$ cat src/rtl/fetch_pc_stage_pkg.sv
// ---------------------------------------------------------------------------
// fetch_pc_stage_pkg
//   Shared definitions for the fetch stage: default reset/handler PCs,
//   exception-code width and codes, the NOP encoding and the D-stage record.
// ---------------------------------------------------------------------------
package fetch_pc_stage_pkg;

    localparam int          EXC_W          = 5;
    localparam logic [31:0] RESET_PC_DEF   = 32'h0000_3000;
    localparam logic [31:0] HANDLER_PC_DEF = 32'h0000_4180;
    localparam logic [31:0] NOP_INSTR      = 32'h0000_0000;
    localparam logic [EXC_W-1:0] EXC_NONE  = 5'd0;
    localparam logic [EXC_W-1:0] EXC_ADEL  = 5'd4;

    // Contents of the F->D pipeline register.
    typedef struct packed {
        logic [31:0]      pc;
        logic [31:0]      instr;
        logic [EXC_W-1:0] exc;
        logic             bd;
        logic             valid;
    } d_stage_t;

    // A bubble in D: no instruction, no exception, not a delay slot, not valid.
    function automatic d_stage_t make_bubble(input logic [31:0] pc);
        d_stage_t b;
        b.pc    = pc;
        b.instr = NOP_INSTR;
        b.exc   = EXC_NONE;
        b.bd    = 1'b0;
        b.valid = 1'b0;
        return b;
    endfunction

endpackage

$ cat src/rtl/fetch_pc_stage_if.sv
// ---------------------------------------------------------------------------
// fetch_pc_stage_if
//   Bundle of control, fetch-side and D-stage signals of the fetch stage.
//   slave : the fetch stage (control/fetch inputs in, pc_F and D outputs out)
//   master: the surrounding pipeline / testbench
// ---------------------------------------------------------------------------
interface fetch_pc_stage_if;
    import fetch_pc_stage_pkg::*;

    logic             stall;
    logic             req;
    logic             eret_D;
    logic             branch_D;
    logic [31:0]      npc;
    logic [31:0]      instr_F;
    logic [EXC_W-1:0] exc_F;
    logic [31:0]      pc_F;
    logic [31:0]      pc_D;
    logic [31:0]      instr_D;
    logic [EXC_W-1:0] exc_D;
    logic             bd_D;
    logic             valid_D;

    modport slave (
        input  stall, req, eret_D, branch_D, npc, instr_F, exc_F,
        output pc_F, pc_D, instr_D, exc_D, bd_D, valid_D
    );

    modport master (
        output stall, req, eret_D, branch_D, npc, instr_F, exc_F,
        input  pc_F, pc_D, instr_D, exc_D, bd_D, valid_D
    );

endinterface

$ cat src/rtl/fetch_pc_stage_fd_reg.sv
// ---------------------------------------------------------------------------
// fetch_pc_stage_fd_reg
//   F->D pipeline register. Flush beats enable: a flush loads a bubble
//   tagged with i_flush_pc; otherwise i_en loads i_d, else it holds.
//   Ports: i_clk, i_reset (async, active-low), i_en, i_flush, i_flush_pc,
//          i_d (next D record), o_q (registered D record).
// ---------------------------------------------------------------------------
module fetch_pc_stage_fd_reg
    import fetch_pc_stage_pkg::*;
#(
    parameter logic [31:0] P_RESET_PC = RESET_PC_DEF
) (
    input  logic        i_clk,
    input  logic        i_reset,
    input  logic        i_en,
    input  logic        i_flush,
    input  logic [31:0] i_flush_pc,
    input  d_stage_t    i_d,
    output d_stage_t    o_q
);

    d_stage_t r_q;

    // D-stage register: reset to a bubble at the reset PC, flush, load or hold.
    always_ff @(posedge i_clk or negedge i_reset) begin
        if (!i_reset) begin
            r_q <= make_bubble(P_RESET_PC);
        end else if (i_flush) begin
            r_q <= make_bubble(i_flush_pc);
        end else if (i_en) begin
            r_q <= i_d;
        end else begin
            r_q <= r_q;
        end
    end

    assign o_q = r_q;

endmodule

$ cat src/rtl/fetch_pc_stage.sv
// ---------------------------------------------------------------------------
// fetch_pc_stage
//   Fetch PC register plus F->D pipeline register. Priority per edge:
//   req (redirect to handler, flush D) > stall (hold all) > eret_D (take
//   npc, bubble D) > normal (take npc, latch fetch into D).
//   Ports: i_clk, i_reset (async, active-low), bus (fetch_pc_stage_if.slave)
//          carrying stall/req/eret_D/branch_D/npc/instr_F/exc_F in and
//          pc_F/pc_D/instr_D/exc_D/bd_D/valid_D out. All outputs registered.
// ---------------------------------------------------------------------------
module fetch_pc_stage
    import fetch_pc_stage_pkg::*;
#(
    parameter logic [31:0] RESET_PC   = RESET_PC_DEF,
    parameter logic [31:0] HANDLER_PC = HANDLER_PC_DEF
) (
    input  logic              i_clk,
    input  logic              i_reset,
    fetch_pc_stage_if.slave   bus
);

    logic [31:0] r_pc_F;
    logic        w_flush;
    logic [31:0] w_flush_pc;
    logic        w_en;
    d_stage_t    w_d_next;
    d_stage_t    w_d_q;

    // PC register: handler on req, hold on stall, otherwise follow npc.
    always_ff @(posedge i_clk or negedge i_reset) begin
        if (!i_reset) begin
            r_pc_F <= RESET_PC;
        end else if (bus.req) begin
            r_pc_F <= HANDLER_PC;
        end else if (bus.stall) begin
            r_pc_F <= r_pc_F;
        end else begin
            r_pc_F <= bus.npc;
        end
    end

    // D-register control: eret only kills F when the pipe is not stalled;
    // a req bubble carries the handler PC, an eret bubble the killed pc_F.
    always_comb begin
        w_flush    = 1'b0;
        w_flush_pc = r_pc_F;
        w_en       = 1'b0;
        if (bus.req) begin
            w_flush    = 1'b1;
            w_flush_pc = HANDLER_PC;
            w_en       = 1'b0;
        end else if (bus.stall) begin
            w_flush    = 1'b0;
            w_flush_pc = r_pc_F;
            w_en       = 1'b0;
        end else if (bus.eret_D) begin
            w_flush    = 1'b1;
            w_flush_pc = r_pc_F;
            w_en       = 1'b0;
        end else begin
            w_flush    = 1'b0;
            w_flush_pc = r_pc_F;
            w_en       = 1'b1;
        end
    end

    // Next D record; a faulting fetch enters D as NOP but keeps its code and bd flag.
    always_comb begin
        w_d_next.pc    = r_pc_F;
        w_d_next.exc   = bus.exc_F;
        w_d_next.bd    = bus.branch_D;
        w_d_next.valid = 1'b1;
        if (bus.exc_F != EXC_NONE) begin
            w_d_next.instr = NOP_INSTR;
        end else begin
            w_d_next.instr = bus.instr_F;
        end
    end

    fetch_pc_stage_fd_reg #(
        .P_RESET_PC (RESET_PC)
    ) u_fd_reg (
        .i_clk      (i_clk),
        .i_reset    (i_reset),
        .i_en       (w_en),
        .i_flush    (w_flush),
        .i_flush_pc (w_flush_pc),
        .i_d        (w_d_next),
        .o_q        (w_d_q)
    );

    assign bus.pc_F    = r_pc_F;
    assign bus.pc_D    = w_d_q.pc;
    assign bus.instr_D = w_d_q.instr;
    assign bus.exc_D   = w_d_q.exc;
    assign bus.bd_D    = w_d_q.bd;
    assign bus.valid_D = w_d_q.valid;

endmodule

$ cat src/flat_wrapper.sv
// flat-port wrapper written by rule: the top's interface ports become plain ports
module fetch_pc_stage_flat import fetch_pc_stage_pkg::*;
#(
    parameter logic [31:0] RESET_PC   = RESET_PC_DEF,
    parameter logic [31:0] HANDLER_PC = HANDLER_PC_DEF
)
  (i_clk, i_reset, bus_stall, bus_req, bus_eret_D, bus_branch_D, bus_npc, bus_instr_F, bus_exc_F, bus_pc_F, bus_pc_D, bus_instr_D, bus_exc_D, bus_bd_D, bus_valid_D);
  fetch_pc_stage_if bus_i ();
  input  logic i_clk;
  input  logic i_reset;
  input wire logic [$bits(bus_i.stall)-1:0] bus_stall;
  input wire logic [$bits(bus_i.req)-1:0] bus_req;
  input wire logic [$bits(bus_i.eret_D)-1:0] bus_eret_D;
  input wire logic [$bits(bus_i.branch_D)-1:0] bus_branch_D;
  input wire logic [$bits(bus_i.npc)-1:0] bus_npc;
  input wire logic [$bits(bus_i.instr_F)-1:0] bus_instr_F;
  input wire logic [$bits(bus_i.exc_F)-1:0] bus_exc_F;
  output wire logic [$bits(bus_i.pc_F)-1:0] bus_pc_F;
  output wire logic [$bits(bus_i.pc_D)-1:0] bus_pc_D;
  output wire logic [$bits(bus_i.instr_D)-1:0] bus_instr_D;
  output wire logic [$bits(bus_i.exc_D)-1:0] bus_exc_D;
  output wire logic [$bits(bus_i.bd_D)-1:0] bus_bd_D;
  output wire logic [$bits(bus_i.valid_D)-1:0] bus_valid_D;
  assign bus_i.stall = bus_stall;
  assign bus_i.req = bus_req;
  assign bus_i.eret_D = bus_eret_D;
  assign bus_i.branch_D = bus_branch_D;
  assign bus_i.npc = bus_npc;
  assign bus_i.instr_F = bus_instr_F;
  assign bus_i.exc_F = bus_exc_F;
  assign bus_pc_F = bus_i.pc_F;
  assign bus_pc_D = bus_i.pc_D;
  assign bus_instr_D = bus_i.instr_D;
  assign bus_exc_D = bus_i.exc_D;
  assign bus_bd_D = bus_i.bd_D;
  assign bus_valid_D = bus_i.valid_D;
  fetch_pc_stage #(.RESET_PC(RESET_PC), .HANDLER_PC(HANDLER_PC)) u_core (.i_clk(i_clk), .i_reset(i_reset), .bus(bus_i));
endmodule
$ cat config.mk
export PLATFORM = sky130hd
export DESIGN_NAME = fetch_pc_stage_flat
export DESIGN_NICKNAME = d
export VERILOG_FILES = /design/src/rtl/fetch_pc_stage_pkg.sv /design/src/rtl/fetch_pc_stage_if.sv /design/src/rtl/fetch_pc_stage_fd_reg.sv /design/src/rtl/fetch_pc_stage.sv /design/src/flat_wrapper.sv
export SDC_FILE = /design/constraint.sdc
export NUM_CORES = 1
export LEC_CHECK = 0
export ABC_AREA = 1
export BUFFER_PORTS_ARGS = -buffer_cell sky130_fd_sc_hd__buf_4
export CORE_MARGIN = 3
export CORE_UTILIZATION = 42
export CTS_CLUSTER_SIZE = 8
export DETAILED_ROUTE_END_ITERATION = 8
export PLACE_DENSITY = 0.87
export SLEW_MARGIN = 0
export SYNTH_ARGS = -nofsm -noshare
export SYNTH_HDL_FRONTEND = slang
export SYNTH_SLANG_ARGS = --single-unit
$ cat constraint.sdc
create_clock -name i_clk -period 0.8 [get_ports i_clk]
set_input_delay 0.08 -clock i_clk [delete_from_list [all_inputs] [get_ports i_clk]]
set_output_delay 0.08 -clock i_clk [all_outputs]
set_load 0.02 [all_outputs]
Word-level counts from Yosys, hierarchy flattened --
Index checks and enable logic that the tools add are counted.
Operators by class: add/subtract/negate cells 0, $mul 0, divide/modulo/power cells 0, magnitude comparators 0, equality and inequality tests 1, shift-type cells 0, multiplexer cells 12, bitwise logic cells 0, reductions and logical operators 2
Operator list (count):
- 71-bit 2-to-1 mux | 2
- 32-bit 2-to-1 mux | 4
- 1-bit 2-to-1 mux | 6
- 5-bit nonzero test | 1
- 2-bit by 1-bit inequality test with 1-bit output (second input constant) | 1
- 2-bit nonzero test | 1
Word-level totals: register bits 103, bits in latches 0, bits in writable memories 0, memory bits (read-only) 0, word-level logic and storage cells 21, memories 0

Depth between registers and ports, before layout --
Gate-level depths: netlist (run 1).
depth after elaboration 5, mapped depth 6

Modules after synthesis --
A second synthesis (run 1) with hierarchy kept.
Second synthesis, totals: cells, all modules 627, area, all modules 5128.7 um2
By module, submodules not included:
- fetch_pc_stage_fd_reg | times used 1, cells an instance 344, area each 2982.9 um2
- fetch_pc_stage | times used 1, cells an instance 283, area each 2145.8 um2

Worst setup path before layout (run 1) --
No wires, ideal clock.
path kind reg2reg, from reg u_core.r_pc_F[12] (netlist: u_core.bus.pc_F[12]), to reg u_core.u_fd_reg.r_q, in the netlist u_core.u_fd_reg.o_q[51], library setup time 79 ps, arrival 767 ps, data required time 721 ps, setup slack -45 ps, cell stages (with the launch flop) 3, buffers on the path 0, clock period less this slack 845 ps, path through dfstp_2 inv_1 o21ai_0
Between the ends: cells in the longest elaborated chain, start to end 2
Ends and longest elaborated chain:
- start: declaration | line fetch_pc_stage.sv:21 | logic [31:0] r_pc_F;
- start signal: assignment | line fetch_pc_stage.sv:35 | r_pc_F <= r_pc_F;
- start signal: assignment | line fetch_pc_stage.sv:37 | r_pc_F <= bus.npc;
- 71-bit 2-to-1 mux / 32-bit 2-to-1 mux (equally long branches) | line fetch_pc_stage_fd_reg.sv:30, fetch_pc_stage.sv:47
- 71-bit 2-to-1 mux (*) | line fetch_pc_stage_fd_reg.sv:28 | end else if (i_flush) begin
- end signal: assignment | line fetch_pc_stage_fd_reg.sv:27 | r_q <= make_bubble(P_RESET_PC);
- end signal: assignment | line fetch_pc_stage_fd_reg.sv:29 | r_q <= make_bubble(i_flush_pc);
- end signal: assignment | line fetch_pc_stage_fd_reg.sv:31 | r_q <= i_d;
- end: declaration | line fetch_pc_stage_fd_reg.sv:22 | d_stage_t r_q;
Every way passes the cells marked *; elsewhere a longest branch is shown, timed or not. The select of a mux whose other input is x is not followed. A chain may end at the register's enable or synchronous reset.

Worst setup path after layout (run 1) --
from reg u_core.u_fd_reg.r_q, in the netlist u_core.u_fd_reg.o_q[52], to out bus_pc_D[13]
RTL lines:
- end: declaration | line flat_wrapper.sv:19 | output wire logic [$bits(bus_i.pc_D)-1:0] bus_pc_D;
No word-level cell between the ends.

==> out/metrics.cfg, run 1 <==
[sta]
post-route-min-period_ns = 1.12
fin_ws_ns = -0.318
worst_pin_slew_ns = 0.309
rsz0062_at_grt = yes
setup_violations = 114
fin_worst_skew_ns = 0.0139
drv_slew = 0
hold_violations = 0
relSlewSlack_pct = 79.4
whs_ns = 0.0314
period_share_pct = 140
fmax_mhz = 895

[synthesis]
synth_area_leaders = dfrtp_1 63%, nand2_1 13%, nand3_1 4.1%
syn_inst = 412
yosysWarnings = 0
synth-seq-area-share_pct = 65.6
ys_types = 17
synth_top_area_share_pct = 63.0
synth.cell_area_mm2 = 0.00394
synth-edff-count = 0
ys_ff_latch = 103
syn-num-nets = 487
yosysTopAreaCell = dfrtp_1
synthArstFlopShare_pct = 100
avgSynthCellArea_um2 = 9.55
ys_top_cells_by_count = 138 x nand2_1, 99 x dfrtp_1, 37 x inv_1, 32 x nand3_1, 32 x o21ai_0
yosysMostFrequentCell = nand2_1
synth_ff_type = dfrtp_1

[placement]
gp_congestion = 0.840
dp_hpwl_um = 7810
dpl_cell_area_mm2 = 0.00551
port_buffers = 177

[clock_network]
h-tree-depth = 3
root_buffer = clkbuf_8
cts_buffers = 9
clk_pin_slew_ns = 0.11
cts_buffer_depth = 2
cts.sinks = 103
cts_tree = yes
clk_latency_ns = 0.36

[routing]
num_vias = 4214
drt-total-wl_um = 14700
firstDrtPassIters = 4
detail-route-antenna-nets = 0
avgViaCountPerCell = 5.13
drcViolationCount = 0
drtIter0Drc = 158
wl_per_cell_um = 17.9

[critical_path]
critical_path_class = flip-flop to output port
path_buf_inv = 1
path_cells = buf_6
worst_setup_path_start_kind = flip-flop
cp_top_family = flip-flops
worstPathArrival_ns = 1.04
worstPathRequired_ns = 0.72
end_kind = output port
crit_slowest_cell = dfstp_2
crit_path_max_fanout = 2
slowest_delay_ns = 0.56

[grt]
overflow = 0
grt_usage_pct = 27.5
first_global_vias = 4583
grt_pass1_wl_um = 22200
grt_start_max_net_pins = 57
antenna_found_initial = 0

[layout]
drive_gt1_share_pct = 41.1
syn_to_final_growth_pct = 84.1
nets = 783
num_antenna_cells = 0
design_area_mm2 = 0.00724
fillers = 463

[power]
power.density_mw_per_mm2 = 1570
vdd_drop_max_v = 0.00131
p_leak_nw = 3.72

[floorplanning]
rows = 34
die_h_um = 103
core_area_mm2 = 0.00889
io-pin-count = 178
initial_core_util_pct = 44.3
die-area_mm2 = 0.0106
die_x_um = 103

[job]
max_cap_violations = 0

[status]
status = finished, violations left
violations = negative setup slack

[hold_path]
hold_path.class = primary input to flip-flop

==> path summary, 6_finish.rpt <==
| path | endpoint | slack [ns] | cells after the start | startpoint |
|---|---|---|---|---|
| worst min-delay path | u_core.u_fd_reg.o_q[2] | 0.03 | 3 | bus_exc_F[0] |
| max in group asynchronous | u_core.u_fd_reg.o_q[2] | 0.22 | 3 | i_reset |
| min in group asynchronous | u_core.u_fd_reg.o_q[58] | 0.28 | 3 | i_reset |
| worst min register to register | u_core.u_fd_reg.o_q[51] | 0.50 | 2 | u_core.u_fd_reg.o_q[51] |
| worst max-delay path | bus_pc_D[13] | -0.32 | 1 | u_core.u_fd_reg.o_q[52] |
| worst max register to register | u_core.bus.pc_F[13] | -0.07 | 3 | u_core.bus.pc_F[13] |
==> registers in the layout, indices dropped and copies added (netlist names) <==
register,flops
u_core.bus.pc_F,32
u_core.u_fd_reg.o_q,71
==> cells by family (layout without fill, tap and decap cells) <==
logic type / Yosys count / count (layout) / share of synthesized area (%)
and+or+nand+nor: 181 / 181 / 19.1
DFF: 103 / 103 / 65.6
AOI/OAI and AO/OA: 67 / 67 / 8.52
buffers and inverters: 61 / 362 / 6.77
==> area by class of cell <==
class                   count  area [um^2]  area share, %
clock buffers              10          128           1.76
clock inverters             6          115           1.59
inverters                  39          149           2.06
multi-input cells         248         1150           15.9
flip-flops and latches    103         2580           35.6
well taps                 108          135           1.87
repair buffers            307         2980           41.2
==> per-stage QoR <==
| step | instances | utilization [%] | setup WS (ns) | TNS (ns) | total power, mW |
|---|---|---|---|---|---|
| 2_1_floorplan | 412 | - | -0.00234 | -0.00901 | 6.08 |
| 3_3_place_gp | 692 | 62.0 | -0.148 | -9.92 | 6.91 |
| 3_5_place_dp | 692 | 62.0 | -0.190 | -12.07 | 6.94 |
| 4_1_cts | 797 | 78.5 | -0.318 | -20.05 | 11.2 |
| 5_1_grt | 821 | 81.5 | -0.356 | -23.60 | 11.8 |
| 6_report | 821 | 81.5 | -0.318 | -19.34 | 11.4 |
==> repair_timing <==
item,in CTS,in global routing
pin swaps,4,6
resized for setup,104,47
setup buffers,21,29
hold buffers,68,0
hold endpoints to repair,170,0
endpoints found under the setup margin,103,126
==> routing by layer <==
layer / global-route usage [%] / up-vias / wire (um)
li1: - / 1882 / -
met1: 27.5 / 2035 / 4880
met2: 49.9 / 215 / 8050
met3: 5.89 / 82 / 830
met4: 20.4 / 0 / 968
met5: 0 / - / 0
==> report_power, final <==
group | switching [mW] | total (mW) | leakage (nW) | internal, mW
Sequential | 0.137 | 5.51 | 1.37 | 5.37
Clock | 1.82 | 3.93 | 0.117 | 2.11
Combinational | 0.925 | 1.94 | 2.23 | 1.02
==> placed cells by master, fill, tap and decap left out <==
cell type,n
inv_6,2
clkbuf_1,1
nand2_2,6
nor2_1,6
nand3_1,32
buf_6,109
dlygate4sd3_1,68
o21ai_0,16
a21oi_1,6
buf_4,122
nor2_8,1
nand2_1,132
o21ai_1,33
inv_4,1
clkinvlp_4,1
clkbuf_8,9
nor2_2,2
inv_1,27
dfrtp_1,99
o21ai_2,12
inv_2,11
buf_12,8
dfstp_2,4
bufinv_16,3
nor2_4,2
Power figures use the tool's default switching activity.
==> run 2: changes to the inputs <==
Settings changed: ABC_AREA 1 to default, CORE_UTILIZATION 42 to 44.
==> run 2 against run 1 <==
Against the previous run: the run still ends with negative setup slack left; sequential power rose by 0.9%; largest cell class unchanged; critical path depth up 1; worst hold slack worse by 0.017 ns.
==> out/metrics.cfg, run 2 <==
[critical_path]
worstPathArrival_ns = 1.06
cp_top_family = flip-flops
crit_path_frequent_cell = buf_6
worstPathRequired_ns = 0.72
worst_setup_path_start_kind = flip-flop
critical_path_class = flip-flop to output port
crit_path_max_fanout = 2
path_buf_inv = 2
slowest_delay_ns = 0.44
end_kind = output port
crit_slowest_cell = dfrtp_2
path_cells = buf_6 > buf_6

[sta]
setup_violations = 202
rsz0062_at_grt = yes
hold_violations = 0
whs_ns = 0.0149
fin_ws_ns = -0.343
period_share_pct = 143
drv_slew = 0
fmax_mhz = 875
fin_worst_skew_ns = 0.00633
relSlewSlack_pct = 76.2
post-route-min-period_ns = 1.14
worst_pin_slew_ns = 0.353

[clock_network]
cts_buffers = 9
root_buffer = clkbuf_8
cts_buffer_depth = 2
clk_latency_ns = 0.38
clk_pin_slew_ns = 0.11
h-tree-depth = 3
cts_tree = yes
cts.sinks = 103

[grt]
first_global_vias = 4915
antenna_found_initial = 0
grt_pass1_wl_um = 27700
grt_start_max_net_pins = 55
overflow = 0
grt_usage_pct = 30.8

[routing]
detail-route-antenna-nets = 0
num_vias = 4622
drtIter0Drc = 241
avgViaCountPerCell = 5.48
wl_per_cell_um = 23.9
drcViolationCount = 0
drt-total-wl_um = 20200
firstDrtPassIters = 5

[synthesis]
ys_types = 21
syn-num-nets = 450
yosysWarnings = 0
ys_top_cells_by_count = 99 x dfrtp_1, 58 x mux2i_1, 58 x nor2_1, 32 x inv_1, 32 x nand3b_1
yosysMostFrequentCell = dfrtp_1
synth-seq-area-share_pct = 55.6
synth-edff-count = 0
synth_top_area_share_pct = 53.4
synth_ff_type = dfrtp_1
synth.cell_area_mm2 = 0.00464
avgSynthCellArea_um2 = 12.4
syn_inst = 375
ys_ff_latch = 103
synthArstFlopShare_pct = 100
synth_area_leaders = dfrtp_1 53%, mux2i_1 13%, o41ai_2 9.8%
yosysTopAreaCell = dfrtp_1

[power]
vdd_drop_max_v = 0.00125
power_mw = 11.7
power.density_mw_per_mm2 = 1340
p_leak_nw = 4.74

[placement]
port_buffers = 177
dpl_cell_area_mm2 = 0.00627
gp_congestion = 0.779
dp_hpwl_um = 8550

[floorplanning]
die_h_um = 109
rows = 36
die_x_um = 109
initial_core_util_pct = 46.4
die-area_mm2 = 0.0118
io-pin-count = 178
core_area_mm2 = 0.0100

[layout]
multiInputGateArea_mm2 = 0.00200
design_area_mm2 = 0.00870
mostFrequentLayoutCells = 169 x buf_6, 113 x buf_4, 95 x dfrtp_1, 57 x nor2_1, 55 x dlygate4sd3_1
drive_gt1_share_pct = 51.5
final_common_cell = buf_6
nets = 780
num_antenna_cells = 0
syn_to_final_growth_pct = 87.5
fillers = 411
regArea_mm2 = 0.00259
largest_reg_flops = 71

[status]
violations = negative setup slack
status = finished, violations left

[hold_path]
hold_path.class = primary input to flip-flop

[job]
max_cap_violations = 0

==> run 2: path summary, 6_finish.rpt <==
| path | endpoint | from | cells past startpoint | slack (ns) |
|---|---|---|---|---|
| setup / recovery | bus_pc_F[14] | u_core.bus.pc_F[14] | 2 | -0.34 |
| hold / removal | u_core.u_fd_reg.o_q[8] | bus_instr_F[1] | 3 | 0.01 |
| setup reg to reg | u_core.u_fd_reg.o_q[53] | u_core.bus.pc_F[14] | 3 | -0.23 |
| hold reg to reg | u_core.u_fd_reg.o_q[5] | u_core.u_fd_reg.o_q[5] | 1 | 0.55 |
| max in group asynchronous | u_core.bus.pc_F[13] | i_reset | 3 | 0.24 |
| min in group asynchronous | u_core.u_fd_reg.o_q[26] | i_reset | 3 | 0.25 |
==> run 2: through the flow <==
stage	setup TNS (ns)	utilization, %	setup slack (ns)	std cells
4_1_cts	-27.47	82.7	-0.339	820
6_report	-33.62	87.0	-0.343	843
2_1_floorplan	-13.85	-	-0.370	375
3_5_place_dp	-32.16	62.8	-0.514	680
5_1_grt	-38.90	87.0	-0.381	843
3_3_place_gp	-30.76	62.8	-0.452	680
==> run 2: kinds of logic after synthesis <==
logic type	synth area share, %
AO/OA/AOI/OAI	13.8
buffers and inverters	6.63
flip-flops	55.6
multiplexers	12.5
AND/OR/NAND/NOR	11.4
==> run 2: metal layers <==
metal / global-route usage [%] / part of all wire (%) / up-vias
li1: - / - / 1948
met1: 35.9 / 37 / 2307
met2: 53.2 / 50 / 297
met3: 9.59 / 9.0 / 70
met4: 12.0 / 3.6 / 0
met5: 0 / 0 / -
==> run 2: timing repair <==
item                                    4_1_cts  5_1_grt
gates cloned                                  6        0
hold buffers                                 59        1
buffers inserted                             59       40
pin swaps                                    25       29
endpoints found under the setup margin      138      195
resized for setup                           150       76
hold endpoints to repair                    164        2
==> run 2: final cells by class <==
class                           instances  area share [%]
Clock buffer                           10            1.47
Clock inverter                          6           0.705
Inverter                               32            1.38
Multi-Input combinational cell        204            22.9
Sequential cell                       103            29.7
Tap cell                              133            1.91
Timing Repair Buffer                  355            41.9
==> run 2: report_power, final <==
group | internal, mW | switching [mW] | leakage, nW
clock | 1.44 | 1.93 | 0.0960
sequential | 5.38 | 0.176 | 1.37
combinational | 1.45 | 1.30 | 3.28
==> run 2: worst register-to-register path, delay by kind of cell, from the launching register on <==
family / cells / cell delay (ns)
AND/OR/NAND/NOR: 1 / 0.11
AO/OA/AOI/OAI: 1 / 0.24
flip-flops: 1 / 0.44
buffers and inverters: 1 / 0.12
